**config.mk**
```make
export PLATFORM = sky130hd
export DESIGN_NAME = nv_nvdla_mcif_write_ig_cq_os
export DESIGN_NICKNAME = d
export VERILOG_FILES = /design/src/rtl/nv_nvdla_mcif_wr_pkg.sv /design/src/rtl/nv_nvdla_mcif_wr_aw_pipe.sv /design/src/rtl/nv_nvdla_mcif_write_ig_cq_os.sv
export SDC_FILE = /design/constraint.sdc
export NUM_CORES = 1
export LEC_CHECK = 0
export CORE_ASPECT_RATIO = 0.8
export CORE_MARGIN = 1.5
export CORE_UTILIZATION = 38
export CTS_CLUSTER_DIAMETER = 100
export CTS_CLUSTER_SIZE = 16
export DETAILED_ROUTE_END_ITERATION = 8
export PLACE_DENSITY = 0.73
export SKIP_CTS_REPAIR_TIMING = 1
export SLEW_MARGIN = 10
export SYNTH_ARGS = -nofsm -noshare
export SYNTH_HDL_FRONTEND = slang
export SYNTH_SLANG_ARGS = --single-unit
```
**constraint.sdc**
```tcl
create_clock -name nvdla_core_clk -period 5.1 [get_ports nvdla_core_clk]
set_input_delay 1.275 -clock nvdla_core_clk [delete_from_list [all_inputs] [get_ports nvdla_core_clk]]
set_output_delay 1.275 -clock nvdla_core_clk [all_outputs]
set_load 0.02 [all_outputs]
```
**src/rtl/nv_nvdla_mcif_wr_pkg.sv**
```systemverilog
// Shared definitions for the MCIF write path: context-queue payload layout,
// AXI id/len widths and client id encodings.
package nv_nvdla_mcif_wr_pkg;

   localparam int CQ_PD_W       = 3;
   localparam int CQ_PD_ACK     = 0;
   localparam int CQ_PD_LEN_LSB = 1;
   localparam int CQ_PD_LEN_MSB = 2;

   localparam int AXI_ID_W    = 8;
   localparam int AXI_LEN_W   = 4;
   localparam int CLIENT_ID_W = 3;
   localparam int REQ_LEN_W   = 2;

   typedef enum logic [CLIENT_ID_W-1:0] {
      CLIENT_BDMA = 3'd0,
      CLIENT_SDP  = 3'd1,
      CLIENT_PDP  = 3'd2,
      CLIENT_CDP  = 3'd3,
      CLIENT_RBK  = 3'd4
   } client_id_e;

   function automatic logic [CQ_PD_W-1:0] cq_pd_pack(input logic [REQ_LEN_W-1:0] len,
                                                     input logic                 ack);
      logic [CQ_PD_W-1:0] pd;
      pd = '0;
      pd[CQ_PD_ACK]                   = ack;
      pd[CQ_PD_LEN_MSB:CQ_PD_LEN_LSB] = len;
      return pd;
   endfunction

endpackage

```
**src/rtl/nv_nvdla_mcif_wr_aw_pipe.sv**
```systemverilog
// One-entry AXI AW output register; a pop in the same cycle frees the slot
// for a new load, so back-to-back issue runs at one beat per cycle.
module nv_nvdla_mcif_wr_aw_pipe
   import nv_nvdla_mcif_wr_pkg::*;
#(
   parameter int AW_ADDR_W = 64
) (
   input  logic                   nvdla_core_clk,
   input  logic                   nvdla_core_rstn,
   input  logic                   in_vld,
   output logic                   in_rdy,
   input  logic [CLIENT_ID_W-1:0] in_id,
   input  logic [AW_ADDR_W-1:0]   in_addr,
   input  logic [REQ_LEN_W-1:0]   in_len,
   output logic                   out_vld,
   input  logic                   out_rdy,
   output logic [AXI_ID_W-1:0]    out_id,
   output logic [AW_ADDR_W-1:0]   out_addr,
   output logic [AXI_LEN_W-1:0]   out_len
);

   logic                   vld_q,  vld_d;
   logic [CLIENT_ID_W-1:0] id_q,   id_d;
   logic [AW_ADDR_W-1:0]   addr_q, addr_d;
   logic [REQ_LEN_W-1:0]   len_q,  len_d;
   logic                   load;

   assign in_rdy = !vld_q | out_rdy;
   assign load   = in_vld & in_rdy;

   // Payload only moves on a load, so it is stable while waiting on awready.
   always_comb begin
      vld_d  = vld_q;
      id_d   = id_q;
      addr_d = addr_q;
      len_d  = len_q;
      if (load) begin
         vld_d  = 1'b1;
         id_d   = in_id;
         addr_d = in_addr;
         len_d  = in_len;
      end else if (out_rdy) begin
         vld_d  = 1'b0;
      end
   end

   always_ff @(posedge nvdla_core_clk or negedge nvdla_core_rstn) begin
      if (!nvdla_core_rstn) begin
         vld_q  <= 1'b0;
         id_q   <= '0;
         addr_q <= '0;
         len_q  <= '0;
      end else begin
         vld_q  <= vld_d;
         id_q   <= id_d;
         addr_q <= addr_d;
         len_q  <= len_d;
      end
   end

   assign out_vld  = vld_q;
   assign out_id   = {{(AXI_ID_W-CLIENT_ID_W){1'b0}}, id_q};
   assign out_addr = addr_q;
   assign out_len  = {{(AXI_LEN_W-REQ_LEN_W){1'b0}}, len_q};

endmodule

```
**src/rtl/nv_nvdla_mcif_write_ig_cq_os.sv**
```systemverilog
// MCIF write-ingress issue stage: context-queue push, AW issue and outstanding
// beat credit. Optional statistics are built with NVDLA_MCIF_WR_OS_STAT_EN.
module nv_nvdla_mcif_write_ig_cq_os
   import nv_nvdla_mcif_wr_pkg::*;
#(
   parameter int AW_ADDR_W = 64,
   parameter int OS_CNT_W  = 9
) (
   input  logic                   nvdla_core_clk,
   input  logic                   nvdla_core_rstn,
   input  logic                   req_pvld,
   output logic                   req_prdy,
   input  logic [2:0]             req_id,
   input  logic [AW_ADDR_W-1:0]   req_addr,
   input  logic [1:0]             req_len,
   input  logic                   req_require_ack,
   output logic                   cq_wr_pvld,
   input  logic                   cq_wr_prdy,
   output logic [2:0]             cq_wr_thread_id,
   output logic [2:0]             cq_wr_pd,
   output logic                   mcif2noc_axi_aw_awvalid,
   input  logic                   mcif2noc_axi_aw_awready,
   output logic [7:0]             mcif2noc_axi_aw_awid,
   output logic [AW_ADDR_W-1:0]   mcif2noc_axi_aw_awaddr,
   output logic [3:0]             mcif2noc_axi_aw_awlen,
   input  logic                   eg2ig_axi_vld,
   input  logic [1:0]             eg2ig_axi_len,
   input  logic [7:0]             reg2dp_wr_os_cnt,
   output logic [OS_CNT_W-1:0]    os_cnt_cur,
   output logic [31:0]            dp2reg_wr_stall_cnt,
   output logic [OS_CNT_W-1:0]    dp2reg_wr_os_max
);

   // One extra bit keeps os_cnt + beats from wrapping near the 256 limit.
   localparam int SUM_W = OS_CNT_W + 1;

   logic [OS_CNT_W-1:0] os_cnt_q, os_cnt_d;
   logic [SUM_W-1:0]    req_beats, ret_beats, limit;
   logic [SUM_W-1:0]    inc, dec, os_sum, os_diff;
   logic                os_ok, aw_room, accept, os_underflow;

   assign req_beats = {{(SUM_W-REQ_LEN_W){1'b0}}, req_len} + 1'b1;
   assign ret_beats = {{(SUM_W-REQ_LEN_W){1'b0}}, eg2ig_axi_len} + 1'b1;
   assign limit     = {{(SUM_W-8){1'b0}}, reg2dp_wr_os_cnt} + 1'b1;
   assign os_ok     = ({1'b0, os_cnt_q} + req_beats) <= limit;

   assign cq_wr_pvld      = req_pvld & os_ok & aw_room;
   assign req_prdy        = os_ok & aw_room & cq_wr_prdy;
   assign accept          = req_pvld & req_prdy;
   assign cq_wr_thread_id = req_id;
   assign cq_wr_pd        = cq_pd_pack(req_len, req_require_ack);

   always_comb begin
      inc          = accept        ? req_beats : '0;
      dec          = eg2ig_axi_vld ? ret_beats : '0;
      os_sum       = {1'b0, os_cnt_q} + inc;
      os_underflow = dec > os_sum;
      os_diff      = os_sum - dec;
      os_cnt_d     = os_underflow ? '0 : os_diff[OS_CNT_W-1:0];
   end

   always_ff @(posedge nvdla_core_clk or negedge nvdla_core_rstn) begin
      if (!nvdla_core_rstn) os_cnt_q <= '0;
      else                  os_cnt_q <= os_cnt_d;
   end

   assign os_cnt_cur = os_cnt_q;

`ifdef ASSERT_ON
   always_ff @(posedge nvdla_core_clk) begin
      if (nvdla_core_rstn) begin
         nv_assert_os_underflow: assert (!os_underflow);
      end
   end
`endif

   nv_nvdla_mcif_wr_aw_pipe #(
      .AW_ADDR_W (AW_ADDR_W)
   ) u_aw_pipe (
      .nvdla_core_clk  (nvdla_core_clk),
      .nvdla_core_rstn (nvdla_core_rstn),
      .in_vld          (accept),
      .in_rdy          (aw_room),
      .in_id           (req_id),
      .in_addr         (req_addr),
      .in_len          (req_len),
      .out_vld         (mcif2noc_axi_aw_awvalid),
      .out_rdy         (mcif2noc_axi_aw_awready),
      .out_id          (mcif2noc_axi_aw_awid),
      .out_addr        (mcif2noc_axi_aw_awaddr),
      .out_len         (mcif2noc_axi_aw_awlen)
   );

`ifdef NVDLA_MCIF_WR_OS_STAT_EN
   logic [31:0]         stall_cnt_q, stall_cnt_d;
   logic [OS_CNT_W-1:0] os_max_q,    os_max_d;

   // Watermark follows the next count so it is current in the same cycle as os_cnt_cur.
   always_comb begin
      stall_cnt_d = stall_cnt_q;
      if (req_pvld && !os_ok && (stall_cnt_q != 32'hffff_ffff)) stall_cnt_d = stall_cnt_q + 1'b1;
      os_max_d = (os_cnt_d > os_max_q) ? os_cnt_d : os_max_q;
   end

   always_ff @(posedge nvdla_core_clk or negedge nvdla_core_rstn) begin
      if (!nvdla_core_rstn) begin
         stall_cnt_q <= '0;
         os_max_q    <= '0;
      end else begin
         stall_cnt_q <= stall_cnt_d;
         os_max_q    <= os_max_d;
      end
   end

   assign dp2reg_wr_stall_cnt = stall_cnt_q;
   assign dp2reg_wr_os_max    = os_max_q;
`else
   assign dp2reg_wr_stall_cnt = '0;
   assign dp2reg_wr_os_max    = '0;
`endif

endmodule

```
## Yosys cells after proc, flatten, opt, wreduce, memory -nomap -nowiden

Cells that the tools add are included.

- Bits in registers: 79
- Input bits: 86
- Output and inout bits: 135
- Logic and storage cells: 27

- $add $sub $neg: 6
- Magnitude comparators: 2
- Multiplexer cells: 5
- Bitwise logic cells: 7
- Reduce and logical (&&, ||, !) cells: 2

Operators with widths:

| kind | count |
|---|---|
| adder 9 x 3 -> 10 bit | 2 |
| > comparator 3 x 10 -> 1 bit | 1 |
| <= comparator 10 x 9 -> 1 bit | 1 |
| adder 8 x 1 -> 9 bit, second input constant | 1 |
| 2-to-1 mux 9 bit | 1 |
| subtractor 9 x 3 -> 9 bit | 1 |
| adder 2 x 1 -> 3 bit, second input constant | 2 |
| bitwise AND 1 bit | 6 |
| 2-to-1 mux 3 bit | 2 |
| 2-to-1 mux 1 bit | 2 |
| nonzero test 2 bit | 1 |
| logical NOT 1 bit | 1 |
| bitwise OR 1 bit | 1 |

## Depth between registers and ports, before layout

Gate-level depths: netlist of the first run.

- Word-level depth: 10
- Depth in mapped cells: 23
- Gate-level depth less buffers: 22

## Hierarchy

A second synthesis of the first run with hierarchy kept.

- Cell total of the unflattened synthesis: 387
- Area, all modules: 4599.4 µm²

Modules (own cells, without submodules):

| module | instances | cells each | area an instance (µm²) | sequential area each (µm²) |
|---|---|---|---|---|
| nv_nvdla_mcif_wr_aw_pipe | 1 | 157 | 2701.3 | 1751.7 |
| nv_nvdla_mcif_write_ig_cq_os | 1 | 230 | 1898.1 | 225.2 |

## Least setup slack after synthesis of the first run

OpenSTA, ideal clock, no wires.

- Path kind: input port to flip-flop
- Start point: input req_len[0]
- End point: register os_cnt_q[5] (netlist: os_cnt_cur[5])
- Setup time: 0.125 ns
- Arrival: 5.883 ns
- Required time: 4.975 ns
- Path slack: -0.909 ns
- Cell stages on the path: 21
- Buffers on the path: 1
- Cells stage by stage: ha_1 > fa_1 > a21oi_1 > nor2_1 > xor2_1 > ha_1 > nand4_1 > o32ai_1 > o311a_4 > a21oi_4 > nor2_8 > buf_8 > and2_1 > fa_1 > ha_1 > nor2b_1 > o21ai_0 > nand2b_1 > mux2_2 > and3_1 > a2111oi_0

- Longest elaborated chain between the ends: 10
- Elaborated cells on any way between the ends: 11
- Classes of those cells: 4 x add/sub; 2 x order compare; 2 x mux; 3 x bitwise

Ends and longest elaborated chain:

| element | RTL line | RTL |
|---|---|---|
| from (decl) | nv_nvdla_mcif_write_ig_cq_os.sv:15 | `input logic [1:0] req_len,` |
| adder 2 x 1 -> 3 bit * | nv_nvdla_mcif_write_ig_cq_os.sv:42 | `assign req_beats = {{(SUM_W-REQ_LEN_W){1'b0}}, req_len} + 1'b1;` |
| adder 9 x 3 -> 10 bit | nv_nvdla_mcif_write_ig_cq_os.sv:45 | `assign os_ok = ({1'b0, os_cnt_q} + req_beats) <= limit;` |
| <= comparator 10 x 9 -> 1 bit | nv_nvdla_mcif_write_ig_cq_os.sv:45 |  |
| bitwise AND 1 bit (2 in a row) | nv_nvdla_mcif_write_ig_cq_os.sv:48 | `assign req_prdy = os_ok & aw_room & cq_wr_prdy;` |
| bitwise AND 1 bit | nv_nvdla_mcif_write_ig_cq_os.sv:49 | `assign accept = req_pvld & req_prdy;` |
| 2-to-1 mux 3 bit * | nv_nvdla_mcif_write_ig_cq_os.sv:54 | `inc = accept ? req_beats : '0;` |
| adder 9 x 3 -> 10 bit * | nv_nvdla_mcif_write_ig_cq_os.sv:56 | `os_sum = {1'b0, os_cnt_q} + inc;` |
| subtractor 9 x 3 -> 9 bit or > comparator 3 x 10 -> 1 bit (tied branches) | nv_nvdla_mcif_write_ig_cq_os.sv:58, nv_nvdla_mcif_write_ig_cq_os.sv:57 |  |
| 2-to-1 mux 9 bit * | nv_nvdla_mcif_write_ig_cq_os.sv:59 | `os_cnt_d = os_underflow ? '0 : os_diff[OS_CNT_W-1:0];` |
| via os_cnt_d[5] | nv_nvdla_mcif_write_ig_cq_os.sv:37 | `logic [OS_CNT_W-1:0] os_cnt_q, os_cnt_d;` |
| to (signal assigned) | nv_nvdla_mcif_write_ig_cq_os.sv:64 | `else os_cnt_q <= os_cnt_d;` |
| to (decl) | nv_nvdla_mcif_write_ig_cq_os.sv:37 |  |

Mark *: on every way through the listed nets, which the timed path passes. The rest lies on a longest branch.
A chain may end at the register's enable or synchronous reset.

## Final worst setup path of the first run

- Start point: input req_len[1]
- End point: register os_cnt_q[5] (netlist: os_cnt_cur[5])

The elaborated chain is that of the path after synthesis.

==> results of run 1 <==
power breakdown:
part,switching [W],internal [W]
registers,0.000244,0.000954
logic,0.00141,0.00173
clock network,0.000259,0.000393
worst max-delay path, stage by stage:
cell,delay [ns]
buf_8,0.10
ha_4,0.26
fa_2,0.40
a21oi_4,0.17
nor2_2,0.06
xor2_1,0.15
ha_1,0.31
nand4_1,0.16
o32ai_2,0.33
o311a_4,0.25
a21oi_4,0.04
nor3_2,0.20
ha_2,0.21
fa_2,0.48
ha_4,0.27
nor2b_4,0.12
o21ai_2,0.15
nand2b_4,0.09
mux2_4,0.32
a211oi_4,0.28
a2111oi_4,0.08
cells by family (layout without fill, tap and decap cells):
family,count (synthesis),count (layout)
xor+xnor,21,21
compound gates,38,38
flops,79,79
simple gates,73,73
fa+ha+maj,27,27
mux,73,73
other cells,1,48
buf+inv,85,262
metal layers:
| metal | up-vias | track usage | part of all wire |
|---|---|---|---|
| met4 | 0 | 0.0603 | 0.019 |
| met2 | 153 | 0.304 | 0.49 |
| li1 | 1703 | - | - |
| met1 | 1827 | 0.228 | 0.42 |
| met5 | - | 0 | 0 |
| met3 | 20 | 0.0543 | 0.070 |
cell type report:
cell class	count	area (um2)	area share
timing repair buffer	229	2170	0.290
tap	171	214	0.0286
clock inverter	4	55.1	0.00737
sequential	79	1980	0.265
clock buffer	11	243	0.0325
inverter	18	67.6	0.00904
multi-input combinational	280	2750	0.368
layout by cell type, fill, tap and decap left out, types with 11 or more instances in the layout:
master and instances:
mux2_4 69, xor2_1 11, ha_1 18, conb_1 48
inv_1 15, nand2_1 13, buf_4 56, clkdlybuf4s50_1 165
dfrtp_1 79, nor2_1 12
final timing paths:
check	start	to	slack [ns]	cells past startpoint
worst max-delay path	req_len[1]	os_cnt_cur[5]	-0.40	21
worst min-delay path	u_aw_pipe.out_addr[56]	u_aw_pipe.out_addr[56]	0.49	1
worst max register to register	os_cnt_cur[0]	os_cnt_cur[5]	0.28	20
worst min register to register	u_aw_pipe.out_addr[56]	u_aw_pipe.out_addr[56]	0.49	1
max in group asynchronous	nvdla_core_rstn	os_cnt_cur[1]	3.33	1
min in group asynchronous	nvdla_core_rstn	u_aw_pipe.out_addr[25]	1.08	1
metrics by stage:
stage / total power (W) / util / hold slack (ns) / instances
floorplan: 0.00292 / - / 0.609 / 444
global placement: 0.00399 / 0.555 / 0.472 / 769
detailed placement: 0.00405 / 0.555 / 0.481 / 769
CTS: 0.00474 / 0.579 / 0.495 / 784
global route: 0.00529 / 0.603 / 0.522 / 792
finish: 0.00499 / 0.603 / 0.491 / 792
sequential cells by signal (all words and copies together) (netlist names):
register and cells:
os_cnt_cur 9, u_aw_pipe.id_q 3, u_aw_pipe.len_q 2, u_aw_pipe.out_addr 64, u_aw_pipe.out_vld 1
==> impl_results.md, run 1 <==
- Vias in the first global route: between 3,000 and 4,000
- Min Tclk post-route: about 5.5 ns
- Total CTS buffers: 9
- Maximum vdd drop: between 300 and 400 uV
- Post-route ant nets: 0
- Chip Width: about 130 um
- Mapped cell area: slightly below 0.005 mm2
- Critical path endpoint category: flop
- Placer Congestion: around 0.88
- Synthesis Warnings: 0
- Design Area, Final: between 0.007 and 0.008 mm2
- Least-Margin Pin Slew: 1.01 ns
- Remaining DRCs: 0
- Leading post-synthesis cells by cell area: dfrtp_1, mux2_4, buf_4
- Nets: 730
- Global route overflow: 0
- Placed instance area: 0.00687 mm2
- H-tree depth: 3
- Post-DP HPWL: 9.58 mm
- Die area: 0.0136 mm2
- # diodes: 0
- Clk_skew: 0.00654 ns
- Total track usage: 0.184
- # fillers: 996
- Via count: 3,703
- Violated checks: negative setup slack
- Mux contribution to synthesized area: 0.219
- IO Count: 221
- Outcome: finished, violations left
- Via density: 4.68
- Seq/Total Area, Yosys: 0.402
- Rel. slew slack: 0.329
- Final setup margin: -0.401 ns
- Initial cell density of the core: 0.397
- Post-synth top cells: dfrtp_1, mux2_4, buf_4, ha_1
- FMAX: 182 MHz
- Final TNS setup: -3.21 ns
- Post-Synth Adder-Cell Area: 0.0734
- Row cnt: 36
- Avg Inst Size Synth: 12.4 um2
- Max-capacitance violation count: 0
- Top FF cell, synth: dfrtp_1
- Post-synth EDFFs: 0
- CP max FO: 3
- Clock sinks: 79
- Total core area: 0.0124 mm2
- Antenna violations before repair: 0
- Critical path required time: 5.31 ns
- Area share of xor/xnor cells in the synthesized design: 0.0374
- RSZ-0062 raised after global routing: true
- Post-synth top area share: 0.402
- Cell taking the most area after synthesis: dfrtp_1
- FF+latch count, synth: 79
- Async SR Flop Fraction: 1.00
- P_leak: 3.39 nW
- Distinct cells, synth: 51
- CTS tree: yes
- Critical path class: in -> reg
- Root Buffer: clkbuf_16
- Main combinational cell family by area after synthesis: multiplexers
- Dpl ws: -1.43 ns
- I/O Buffers: 170
- WP data arrival: 5.71 ns
- First-pass GRT wire length: 19.5 mm
- Area grow syn2layout: 52.1%
- WL per Instance: 16.3 um
- Final setup vio count: 11
- Worst-Skew Late Latency: approximately 0.34 ns
- Tcrit/Tclk final: 1.08
- Die outline height: 105 um
- Pwr per Cell Area: ~670 mW/mm2
- DR iter-0 viols: between 100 and 150
- Layout cells sized above 1: 0.312
- Most common cell in the netlist: dfrtp_1
- Final WL: 12.9 mm
- Post-synthesis compound-gate area fraction: 0.0553
- Crit path launch type: input port
- Synthesized instance count: slightly below 400
- Pin count of the biggest net entering global routing: 80
- Fin. Hold Viols: 0
- Pre-antenna DRT Iters: 4
- Max Slew Vio Count: 0
- Maximum clock path buffer count: 2
- Post-Synth Simple-Gate Area: 0.0815
- Hold Crit Class: reg -> reg
- Clock slew at reported path FFs: 0.06 ns
Power figures use the tool's default switching activity.
==> run 2, diff against run 1 <==
Settings changed: CORE_UTILIZATION 38 to 43, PLACE_DENSITY 0.73 to 0.78, SLEW_MARGIN 10 to 20.
Clock period 5.1 ns to 5.39 ns, I/O delays scaled along.
==> run 2 against run 1 <==
Net effect: critical path depth unchanged; non-clock buffer count decreased by 3; combinational power decreased by 8.3%; count of clock-buffer cells in the layout decreased by 1; die area decreased by 11%; the flow still finishes with violations (negative setup slack); hold slack improved by 0.0087 ns; global-route usage increased by 1.5 points; clock power increased by 8.6%; sequential cell count unchanged; largest cell class unchanged; register-to-register slack improved by 0.23 ns; core utilization increased by 7.4 points; via count decreased by 2.2%.
==> impl_results.md, run 2 (synthesized netlist as in run 1, its figures left out) <==
- Outcome: finished, violations left
- Violated checks: negative setup slack
- Initial cell density of the core: 0.446 (+0.0493)
- Max Slew Vio Count: 0 (unchanged)
- Final WL: 12.4 mm (-3.8%)
- Global route overflow: 0 (unchanged)
- Via count: 3,620 (-2.2%)
- Nets: 727 (-0.41%)
- Crit path cell chain: buf_8 -> ha_4 -> fa_2 -> a21oi_4 -> nand2b_4 -> xnor2_2 -> ha_1 -> nand4_1 -> o32ai_2 -> o311a_4 -> a21oi_4 -> nor3_2 -> ha_2 -> fa_2 -> ha_4 -> nor2b_1 -> o21ai_1 -> nand2b_1 -> mux2_4 -> a211oi_4 -> a2111oi_4
- Sequential fraction of design power: 0.243 (+0.003)
- Placed instance area: 0.00685 mm2 (-0.27%)
- Remaining DRCs: 0 (unchanged)
- Clk_skew: 0.00540 ns (-0.00114 ns)
- R2r worst-path depth: 20 (unchanged)
- Clock slew at reported path FFs: 0.06 ns (about the same)
- Worst hold start: u_aw_pipe.out_addr[56]
- Chip Width: 122 um (-5.9%)
- Crit path launch type: input port
- Max-capacitance violation count: 0 (unchanged)
- Slowest stage cell, crit path: fa_2
- Min Tclk post-route: 5.64 ns
- Dpl ws: -1.25 ns (+0.188 ns)
- Pin count of the biggest net entering global routing: 80 (unchanged)
- CTS tree: yes
- Max reg flops: 64 (unchanged)
- Clock power share: 0.150 (+0.019)
- Die outline height: 98.6 um (-5.8%)
- Layout cells sized above 1: 0.309 (-0.00384)
- Maximum clock path buffer count: 2 (unchanged)
- Critical path class: in -> reg
- H-tree depth: 3 (unchanged)
- Flop2flop setup slack: 0.51 ns (+0.23 ns)
- # diodes: 0 (unchanged)
- Switching share of power: 0.379 (-0.00443)
- Crit path largest cell delay: 0.48 ns (about the same)
- Design Area, Final: 0.00746 mm2 (-0.10%)
- Commonest non-fill, non-tap cell in the layout: clkdlybuf4s50_1
- Vias in the first global route: 3,766 (+0.99%)
- Critical path required time: 5.60 ns (+0.29 ns)
- Total track usage: 0.199 (+0.0145)
- RR Endpoint: os_cnt_cur[5]
- Rel. slew slack: 0.430 (+0.102)
- P_leak: 3.38 nW (-0.25%)
- WP data arrival: 5.85 ns (+0.14 ns)
- RSZ-0062 raised after global routing: true
- Post-route ant nets: 0 (unchanged)
- CP max FO: 4 (+1)
- Die area: 0.0121 mm2 (-11%)
- Fin. Hold Viols: 0 (unchanged)
- Worst-Skew Late Latency: 0.34 ns (about the same)
- Min-Delay Path Depth: 1 (unchanged)
- WHS Endpoint: u_aw_pipe.out_addr[56]
- Maximum vdd drop: 410 uV (+4.0%)
- Row cnt: 34 (-5.6%)
- Root Buffer: clkbuf_16
- Final setup margin: -0.251 ns (+0.150 ns)
- Pint: 0.00294 W (-4.4%)
- Sw power: 0.00179 W (-6.1%)
- First-pass GRT wire length: 18.7 mm (-4.0%)
- Pre-antenna DRT Iters: 4 (unchanged)
- Critical path endpoint category: flop
- Area grow syn2layout: 52.0%
- Least-Margin Pin Slew: 0.854 ns (-0.153 ns)
- Combinational power share: 0.608 (-0.021)
- IO Count: 221 (unchanged)
- DR iter-0 viols: 118 (-5.6%)
- Total CTS buffers: 9 (unchanged)
- I/O Buffers: 170 (unchanged)
- Placer Congestion: 0.908 (+2.8%)
- Pwr per Cell Area: 634 mW/mm2 (-4.9%)
- Reg2Reg Launch Point: os_cnt_cur[0]
- Most frequent cells in the layout: clkdlybuf4s50_1, dfrtp_1, mux2_4
- Final setup vio count: 9 (-2)
- Via density: 4.74 (+1.5%)
- Clock sinks: 79 (unchanged)
- WL per Instance: 16.2 um (-0.14%)
- FMAX: 177 MHz
- Tcrit/Tclk final: 1.05
- Hold Crit Class: reg -> reg
- Total core area: 0.0110 mm2 (-11%)
- Antenna violations before repair: 0 (unchanged)
- Post-DP HPWL: 8.91 mm (-6.9%)
- # fillers: 811 (-19%)
## run 2: changes by cell type in the layout (fill, tap and decap cells not counted), sizes merged
| cell | previous run | this run |
|---|---|---|
| clkbuf | 11 | 10 |
| bufinv | 1 | 3 |
| clkinv | 1 | 0 |
| buf | 64 | 61 |
| inv | 19 | 20 |
## run 2: worst max-delay path by stage
| stage | from | to | slack [ns] | cells past startpoint |
|---|---|---|---|---|
| global placement | req_len[0] | os_cnt_cur[5] | -0.97 | 22 |
| global route | req_len[1] | os_cnt_cur[5] | -0.40 | 21 |
| CTS | req_len[0] | cq_wr_pvld | -0.94 | 15 |
| floorplan | req_len[0] | os_cnt_cur[5] | -0.35 | 21 |
| finish | req_len[1] | os_cnt_cur[5] | -0.25 | 21 |
| detailed placement | req_len[0] | os_cnt_cur[5] | -1.25 | 22 |
## run 2: area by class of cell
cell class,instances,area [um2],area share
clock inverter,6,115,0.0154
multi-input combinational,280,2760,0.370
timing repair buffer,226,2130,0.286
tap,144,180,0.0241
inverter,18,67.6,0.00905
sequential,79,1980,0.265
clock buffer,10,229,0.0307
## run 2: worst max-delay path, delay by kind of cell
kind | cells | cell delay (ns)
compound gates | 7 | 1.20
xor+xnor | 1 | 0.08
fa+ha+maj | 6 | 1.96
buf+inv | 1 | 0.10
mux | 1 | 0.35
simple gates | 5 | 0.82
## run 2: power by group through the flow
| stage | Combinational [W] | Clock [W] | Sequential, W |
|---|---|---|---|
| after floorplan | 0.00131 | 0 | 0.00146 |
| after global placement | 0.00262 | 0 | 0.00112 |
| after detailed placement | 0.00268 | 0 | 0.00114 |
| after CTS | 0.00270 | 0.000724 | 0.00114 |
| after global routing | 0.00308 | 0.000753 | 0.00119 |
| final | 0.00288 | 0.000708 | 0.00115 |
## run 2: layer usage
| layer | part of all wire | wire [um] | GRT usage | up-vias |
|---|---|---|---|---|
| met1 | 0.40 | 5000 | 0.238 | 1765 |
| met2 | 0.50 | 6220 | 0.343 | 136 |
| met5 | 0 | 0 | 0 | - |
| li1 | - | - | - | 1695 |
| met4 | 0.020 | 253 | 0.0716 | 0 |
| met3 | 0.073 | 909 | 0.0527 | 24 |
## run 2: through the flow
step                instances  utilization  power [W]  TNS (ns)  hold WS (ns)
floorplan                 444            -    0.00277     -1.05         0.609
detailed placement        744        0.622    0.00382    -17.08         0.490
global route              763        0.677    0.00502     -2.41         0.525
finish                    763        0.677    0.00474     -1.07         0.499
global placement          744        0.622    0.00375     -9.65         0.472
CTS                       760        0.653    0.00456     -8.48         0.508
